--- src/rtl/run_ctrl_pkg.sv ---
// Shared encodings for the run/step controller: command modes, stop causes and FSM states.
package run_ctrl_pkg;

    typedef enum logic [1:0] {
        ModeRun        = 2'd0,
        ModeMicroStep  = 2'd1,
        ModeInstrStep  = 2'd2,
        ModeRunN       = 2'd3
    } mode_e;

    typedef enum logic [2:0] {
        CauseNone     = 3'd0,
        CauseHalt     = 3'd1,
        CauseError    = 3'd2,
        CauseStopReq  = 3'd3,
        CauseStepDone = 3'd4,
        CauseBudget   = 3'd5
    } cause_e;

    typedef enum logic [1:0] {
        StIdle   = 2'd0,
        StRun    = 2'd1,
        StHalted = 2'd2,
        StFault  = 2'd3
    } state_e;

endpackage

--- src/rtl/sat_counter.sv ---
// Saturating up/down counter with synchronous load, count enable and asynchronous clear.
module sat_counter #(
    parameter int unsigned WIDTH = 8
) (
    input  logic             i_clk,
    input  logic             i_rst_n,
    input  logic             i_load,
    input  logic [WIDTH-1:0] i_load_value,
    input  logic             i_en,
    input  logic             i_down,
    output logic [WIDTH-1:0] o_count
);

    logic [WIDTH-1:0] r_count;
    logic             w_at_limit;

    // Up-counting sticks at all-ones, down-counting sticks at zero.
    assign w_at_limit = i_down ? (r_count == '0) : (r_count == '1);

    always_ff @(posedge i_clk or negedge i_rst_n) begin
        if (!i_rst_n) begin
            r_count <= '0;
        end else if (i_load) begin
            r_count <= i_load_value;
        end else if (i_en && !w_at_limit) begin
            r_count <= i_down ? (r_count - WIDTH'(1)) : (r_count + WIDTH'(1));
        end
    end

    assign o_count = r_count;

endmodule

--- src/rtl/run_controller.sv ---
// Run/step controller: gates the CPU clock enable per host command and reports why it stopped.
module run_controller
    import run_ctrl_pkg::*;
#(
    parameter int unsigned                 TICK_WIDTH   = 64,
    parameter int unsigned                 OPCODE_WIDTH = 7,
    parameter logic [OPCODE_WIDTH-1:0]     HALT_OPCODE  = {OPCODE_WIDTH{1'b1}},
    parameter int unsigned                 ERROR_WIDTH  = 2,
    parameter int unsigned                 BUDGET_WIDTH = 32
) (
    input  logic                    clock,
    input  logic                    notReset,
    input  logic                    cmdValid,
    output logic                    cmdReady,
    input  logic [1:0]              cmdMode,
    input  logic [BUDGET_WIDTH-1:0] cmdCount,
    input  logic                    stopReq,
    input  logic [OPCODE_WIDTH-1:0] opcode,
    input  logic [ERROR_WIDTH-1:0]  error,
    input  logic                    atFetch,
    output logic                    cpuEnable,
    output logic [TICK_WIDTH-1:0]   tickCount,
    output logic                    busy,
    output logic                    doneValid,
    output logic [2:0]              stopCause,
    output logic [ERROR_WIDTH-1:0]  errorCode
);

    state_e                  r_state;
    mode_e                   r_mode;
    cause_e                  r_cause;
    logic                    r_stepped;
    logic                    r_done;
    logic [ERROR_WIDTH-1:0]  r_err_code;

    logic [BUDGET_WIDTH-1:0] w_budget;
    logic                    w_in_run;
    logic                    w_accept;
    logic                    w_ticked;
    logic                    w_halt;
    logic                    w_fault;
    logic                    w_step_done;
    logic                    w_budget_done;
    logic                    w_enable;

    assign w_in_run      = (r_state == StRun);
    assign w_accept      = (r_state == StIdle) && cmdValid;
    // Opcode/error are garbage until the CPU has executed at least one cycle.
    assign w_ticked      = (tickCount != '0);
    assign w_halt        = w_in_run && w_ticked && (opcode == HALT_OPCODE);
    assign w_fault       = w_in_run && w_ticked && (error != '0);
    assign w_step_done   = w_in_run && (r_mode == ModeInstrStep) && r_stepped && atFetch;
    assign w_budget_done = w_in_run && (r_mode == ModeRunN) && (w_budget == '0);
    assign w_enable      = w_in_run && !w_halt && !w_fault && !stopReq
                           && !w_step_done && !w_budget_done;

    sat_counter #(
        .WIDTH(TICK_WIDTH)
    ) u_tick_counter (
        .i_clk        (clock),
        .i_rst_n      (notReset),
        .i_load       (1'b0),
        .i_load_value ('0),
        .i_en         (w_enable),
        .i_down       (1'b0),
        .o_count      (tickCount)
    );

    sat_counter #(
        .WIDTH(BUDGET_WIDTH)
    ) u_budget_counter (
        .i_clk        (clock),
        .i_rst_n      (notReset),
        .i_load       (w_accept),
        .i_load_value (cmdCount),
        .i_en         (w_enable && (r_mode == ModeRunN)),
        .i_down       (1'b1),
        .o_count      (w_budget)
    );

    always_ff @(posedge clock or negedge notReset) begin
        if (!notReset) begin
            r_state    <= StIdle;
            r_mode     <= ModeRun;
            r_cause    <= CauseNone;
            r_stepped  <= 1'b0;
            r_done     <= 1'b0;
            r_err_code <= '0;
        end else begin
            r_done <= 1'b0;
            unique case (r_state)
                StIdle: begin
                    if (cmdValid) begin
                        r_state   <= StRun;
                        r_mode    <= mode_e'(cmdMode);
                        r_cause   <= CauseNone;
                        r_stepped <= 1'b0;
                    end
                end
                StRun: begin
                    if (w_halt) begin
                        r_state <= StHalted;
                        r_cause <= CauseHalt;
                        r_done  <= 1'b1;
                    end else if (w_fault) begin
                        r_state    <= StFault;
                        r_cause    <= CauseError;
                        r_err_code <= error;
                        r_done     <= 1'b1;
                    end else if (stopReq) begin
                        r_state <= StIdle;
                        r_cause <= CauseStopReq;
                        r_done  <= 1'b1;
                    end else if (w_step_done) begin
                        r_state <= StIdle;
                        r_cause <= CauseStepDone;
                        r_done  <= 1'b1;
                    end else if (w_budget_done) begin
                        r_state <= StIdle;
                        r_cause <= CauseBudget;
                        r_done  <= 1'b1;
                    end else begin
                        r_stepped <= 1'b1;
                        if (r_mode == ModeMicroStep) begin
                            r_state <= StIdle;
                            r_cause <= CauseStepDone;
                            r_done  <= 1'b1;
                        end
                    end
                end
                // Halted and fault are left only through reset.
                default: ;
            endcase
        end
    end

    assign cmdReady  = (r_state == StIdle);
    assign busy      = w_in_run;
    assign cpuEnable = w_enable;
    assign doneValid = r_done;
    assign stopCause = r_cause;
    assign errorCode = r_err_code;

endmodule

--- config.mk ---
export PLATFORM = sky130hd
export DESIGN_NAME = run_controller
export DESIGN_NICKNAME = d
export VERILOG_FILES = /design/src/rtl/run_ctrl_pkg.sv /design/src/rtl/sat_counter.sv /design/src/rtl/run_controller.sv
export SDC_FILE = /design/constraint.sdc
export NUM_CORES = 1
export LEC_CHECK = 0
export CORE_MARGIN = 2
export CORE_UTILIZATION = 47
export DETAILED_ROUTE_END_ITERATION = 6
export GPL_TIMING_DRIVEN = 0
export PLACE_DENSITY = 0.78
export SYNTH_ARGS = -nofsm -noshare
export SYNTH_HDL_FRONTEND = slang
export SYNTH_SLANG_ARGS = --single-unit
--- constraint.sdc ---
create_clock -name clock -period 2.55 [get_ports clock]
set_input_delay 0.51 -clock clock [delete_from_list [all_inputs] [get_ports clock]]
set_output_delay 0.51 -clock clock [all_outputs]
set_load 0.005 [all_outputs]
==> key figures <==
Run status
  – Status: finished with violations
  – Violated checks: setup timing

STA
  – Period minus WS final: 3.11 ns
  – Least setup slack across all paths after layout: -0.558 ns
  – Slew Limit Fails: 0
  – Maximum clock rate: roughly 0.32 GHz
  – Endpoints failing hold: 0
  – Slew @ Worst Pin: ~0.66 ns
  – Tcrit/Tclk final: 122%
  – Setup repair after global routing missed its margin: true
  – Min Hold Slack: 0.112 ns
  – Setup violators final: 100
  – Layout Skew: 0.0118 ns
  – Relative slew margins: 55.6%

Power and ir drop
  – Worst supply voltage drop on vdd: about 420 uV
  – Leakage power figure: about 3.7 nW
  – Pwr/cell area: 640 nW/um^2

Cells and area
  – Final cell area excluding filler cells: 9160 um^2
  – Storage cell area: 2700 um^2
  – Net count of the finished layout: between 800 and 900
  – Fill count: 706
  – Area occupied by multi-input gates: 3820 um^2
  – Number of antenna cells inserted: 0
  – Area growth from synthesis to layout: 60.6%
  – Share of final-layout standard cells stronger than drive strength 1: 30.8%
  – Number of standard cells in the final layout excluding fillers: 947

GRT
  – Antenna violations before repair: 0
  – Wire length of the first global-routing pass: between 20000 and 30000 um
  – Leftover overflow at the end of global routing: 0
  – Number of global-route vias before repair: 5559
  – Largest net degree at the start of global routing: 73
  – Total global routing track utilization: 27.7%

Place
  – Count of input and output buffers: 120
  – Sum of net half-perimeters after detailed placement: 11400 um
  – Last weighted congestion value of the routability-driven placer: 0.907
  – Placement-stage cell area: 7110 um^2
  – Cell total after placement: between 800 and 900

Yosys
  – EDFF count, synth: 0
  – Count of mapped cells out of synthesis: 589
  – Main flop type after synthesis: sky130_fd_sc_hd__dfrtp_1
  – Syn_nets: 641
  – Count of different cell masters after synthesis: 54
  – Part of the Yosys area used for sequential elements: between 40% and 50%
  – Most numerous cell in the Yosys netlist: sky130_fd_sc_hd__dfrtp_1
  – Yosys Warn Count: 0
  – Cell area after technology mapping: 5700 um^2
  – Top cell types by occurrence after synthesis: sky130_fd_sc_hd__dfrtp_1 (107), sky130_fd_sc_hd__xnor2_1 (59), sky130_fd_sc_hd__nand2_1 (55)
  – Share of async-settable or async-resettable flops after synthesis: between 90% and 100%
  – Average cell area after synthesis: ~9.7 um^2
  – Library cell occupying the most area in the post-synthesis netlist: sky130_fd_sc_hd__dfrtp_1
  – Leading post-synthesis cells by cell area: sky130_fd_sc_hd__dfrtp_1 (47%), sky130_fd_sc_hd__xnor2_1 (9.1%), sky130_fd_sc_hd__xor2_1 (4.5%), sky130_fd_sc_hd__nand4_1 (3.9%), sky130_fd_sc_hd__nor4_1 (3.9%)
  – Top cell type's share of synthesized area: 46.9%
  – #FFs+latches synth: 107

Route
  – Initial DRT Pass Iterations: 5
  – DRC violation count after routing: 0
  – First DRT Iteration DRCs: 511
  – Vias per inst: around 6.2
  – Antenna-violating nets left: 0
  – Final WL: 20600 um
  – Wirelength per Cell: 21.8 um
  – Vias after detailed routing: 5889

Setup path
  – Crit path capture type: output port
  – Data arrival time of the critical path: 2.60 ns
  – Most frequent CP cell: sky130_fd_sc_hd__buf_6
  – Max stage delay cell, worst path: sky130_fd_sc_hd__dfrtp_1
  – Kind of critical path: flop to output port
  – Worst-case register-to-register setup slack: -0.53 ns
  – Data required time of the critical path: 2.04 ns
  – Crit path launch: u_tick_counter.o_count[27]$_DFFE_PN0P_
  – Depth of the worst register-to-register path: 10
  – Worst flop-to-flop path endpoint: u_tick_counter.o_count[51]$_DFFE_PN0P_
  – Maximum net fanout on the critical path: 4
  – Worst path cell trace: nor4_2 -> nand4_1 -> nor4_4 -> buf_4 -> o21bai_4 -> buf_6 -> or2_4 -> inv_4 -> buf_6
  – Critical path startpoint category: flop
  – Startpoint of the lowest-slack register-to-register path: u_tick_counter.o_count[27]$_DFFE_PN0P_
  – CP peak stage delay: 0.46 ns

Floorplanning
  – Die Wd: 114 um
  – Number of rows created at floorplan: 40
  – Floorplan core area: 11900 um^2
  – Vertical extent of the die: between 100 and 150 um
  – Initial standard-cell utilization of the core: 47.9%
  – Number of primary I/O pins: 121
  – Area of the die: ~13000 um^2

Clock tree
  – Clock network latency to the later pin of the worst-skew pair: between 0.3 and 0.4 ns
  – Clock tree from TritonCTS: done
  – Number of sinks on the clock net: about 110
  – Post-CTS clock slew at the launch and capture registers of the worst setup and hold paths: 0.08 ns
  – CTS H-tree lvls: 3
  – Hold Buf Count CTS: 0
  – Total clock buffers created by CTS: 9
  – Clock Root Buffer: sky130_fd_sc_hd__clkbuf_16
  – Number of buffers between clock root and the deepest sink: 2

Run
  – Max Cap Viol: 0

Hold path
  – Path category of the worst min-delay check: input port to async pin
state kept, by name (all words and copies together), names as in the netlist:
| signal | cells |
|---|---|
| stopCause | 3 |
| u_tick_counter.o_count | 64 |
| u_budget_counter.o_count | 32 |
| r_stepped | 1 |
| errorCode | 2 |
| r_mode | 2 |
| doneValid | 1 |
| r_state | 2 |
per-layer routing:
| metal | part of all wire (%) | wire length, um | global-route usage (%) | vias to the layer above |
|---|---|---|---|---|
| met1 | 37 | 7620 | 33.9 | 2894 |
| met2 | 51 | 10600 | 48.9 | 353 |
| li1 | - | - | - | 2557 |
| met4 | 4.4 | 900 | 10.1 | 0 |
| met3 | 7.5 | 1540 | 4.92 | 85 |
| met5 | 0 | 0 | 0 | - |
cells in the final DEF, fill, tap and decap left out, types with 4 or more instances in the layout:
master and n:
sky130_fd_sc_hd__clkdlybuf4s50_1 118, sky130_fd_sc_hd__dfrtp_1 89, sky130_fd_sc_hd__buf_4 58, sky130_fd_sc_hd__xnor2_1 54
sky130_fd_sc_hd__nand2_1 51, sky130_fd_sc_hd__nand4_1 36, sky130_fd_sc_hd__nor2_1 32, sky130_fd_sc_hd__nor4_4 29
sky130_fd_sc_hd__xor2_1 29, sky130_fd_sc_hd__buf_6 18, sky130_fd_sc_hd__dfrtp_2 18, sky130_fd_sc_hd__nand3_1 17
sky130_fd_sc_hd__nor3_2 15, sky130_fd_sc_hd__nor3_4 15, sky130_fd_sc_hd__o21ai_1 15, sky130_fd_sc_hd__clkbuf_16 13
sky130_fd_sc_hd__and3_1 11, sky130_fd_sc_hd__a21oi_1 11, sky130_fd_sc_hd__inv_1 10, sky130_fd_sc_hd__nand3_2 10
sky130_fd_sc_hd__clkbuf_1 10, sky130_fd_sc_hd__or3_1 9, sky130_fd_sc_hd__o21ai_0 7, sky130_fd_sc_hd__nor4_2 6
sky130_fd_sc_hd__nor4_1 6, sky130_fd_sc_hd__nor2_2 6, sky130_fd_sc_hd__nand2b_1 5, sky130_fd_sc_hd__or4_4 5
sky130_fd_sc_hd__xnor2_2 5, sky130_fd_sc_hd__or2_2 5, sky130_fd_sc_hd__or4_1 5, sky130_fd_sc_hd__nor3_1 4
sky130_fd_sc_hd__nor2_4 4, sky130_fd_sc_hd__and4_1 4, sky130_fd_sc_hd__buf_12 4
cell families (layout without fill, tap and decap cells):
family          Yosys count  count (layout)  share of synthesized area (%)
flops                   107             107                           46.9
xor+xnor                 88              88                           13.5
simple gates            300             300                           29.5
buf+inv                  32             243                           2.43
fa+ha+maj                 4               4                          0.877
compound gates           55              55                           6.21
mux                       3               3                          0.570
cell type report:
type | count | share of cell area, %
clock inverter | 5 | 0.847
inverter | 13 | 0.560
clock buffer | 11 | 2.54
multi-input combinational | 450 | 41.8
buffer | 18 | 1.95
sequential | 107 | 29.5
timing repair buffer | 196 | 20.9
tap | 147 | 2.01
power by group:
group          leakage [nW]  switching (mW)  internal, mW
clock network         0.150           0.663         0.860
logic                  2.18           0.888         0.905
registers              1.35           0.498          2.05
critical path, delay by kind of cell (launching register included):
family                 cells  cell delay, ns
and+or+nand+nor            4            1.18
buffers and inverters      4            0.51
DFF                        1            0.46
AOI/OAI and AO/OA          1            0.08
per-stage QoR:
step,setup WS (ns),power [mW],setup TNS (ns),utilization (%)
final,-0.558,5.87,-30.83,76.9
after global routing,-0.584,6.05,-36.39,76.9
after CTS,-0.465,5.45,-20.16,70.1
after detailed placement,-1.10,3.66,-46.25,59.7
after global placement,-3.01,3.59,-358.32,59.5
after floorplan,0.00620,3.10,0,-
how the worst max path moves through the flow:
stage / end / depth (start not counted) / slack [ns]
after detailed placement: cpuEnable / 8 / -1.10
after floorplan: cpuEnable / 6 / 0.006
after global routing: cpuEnable / 9 / -0.58
final: cpuEnable / 9 / -0.56
after CTS: cpuEnable / 8 / -0.47
after global placement: u_budget_counter.o_count[13]$_DFFE_PN0P_ / 1 / -3.01
timing repair:
item / 4_1_cts / 5_1_grt
gates cloned: 1 / 4
setup endpoints to repair: 103 / 103
gates resized for setup: 141 / 102
buffers inserted: 28 / 43
pin swaps: 26 / 88
(Power assumes the default switching activity.)
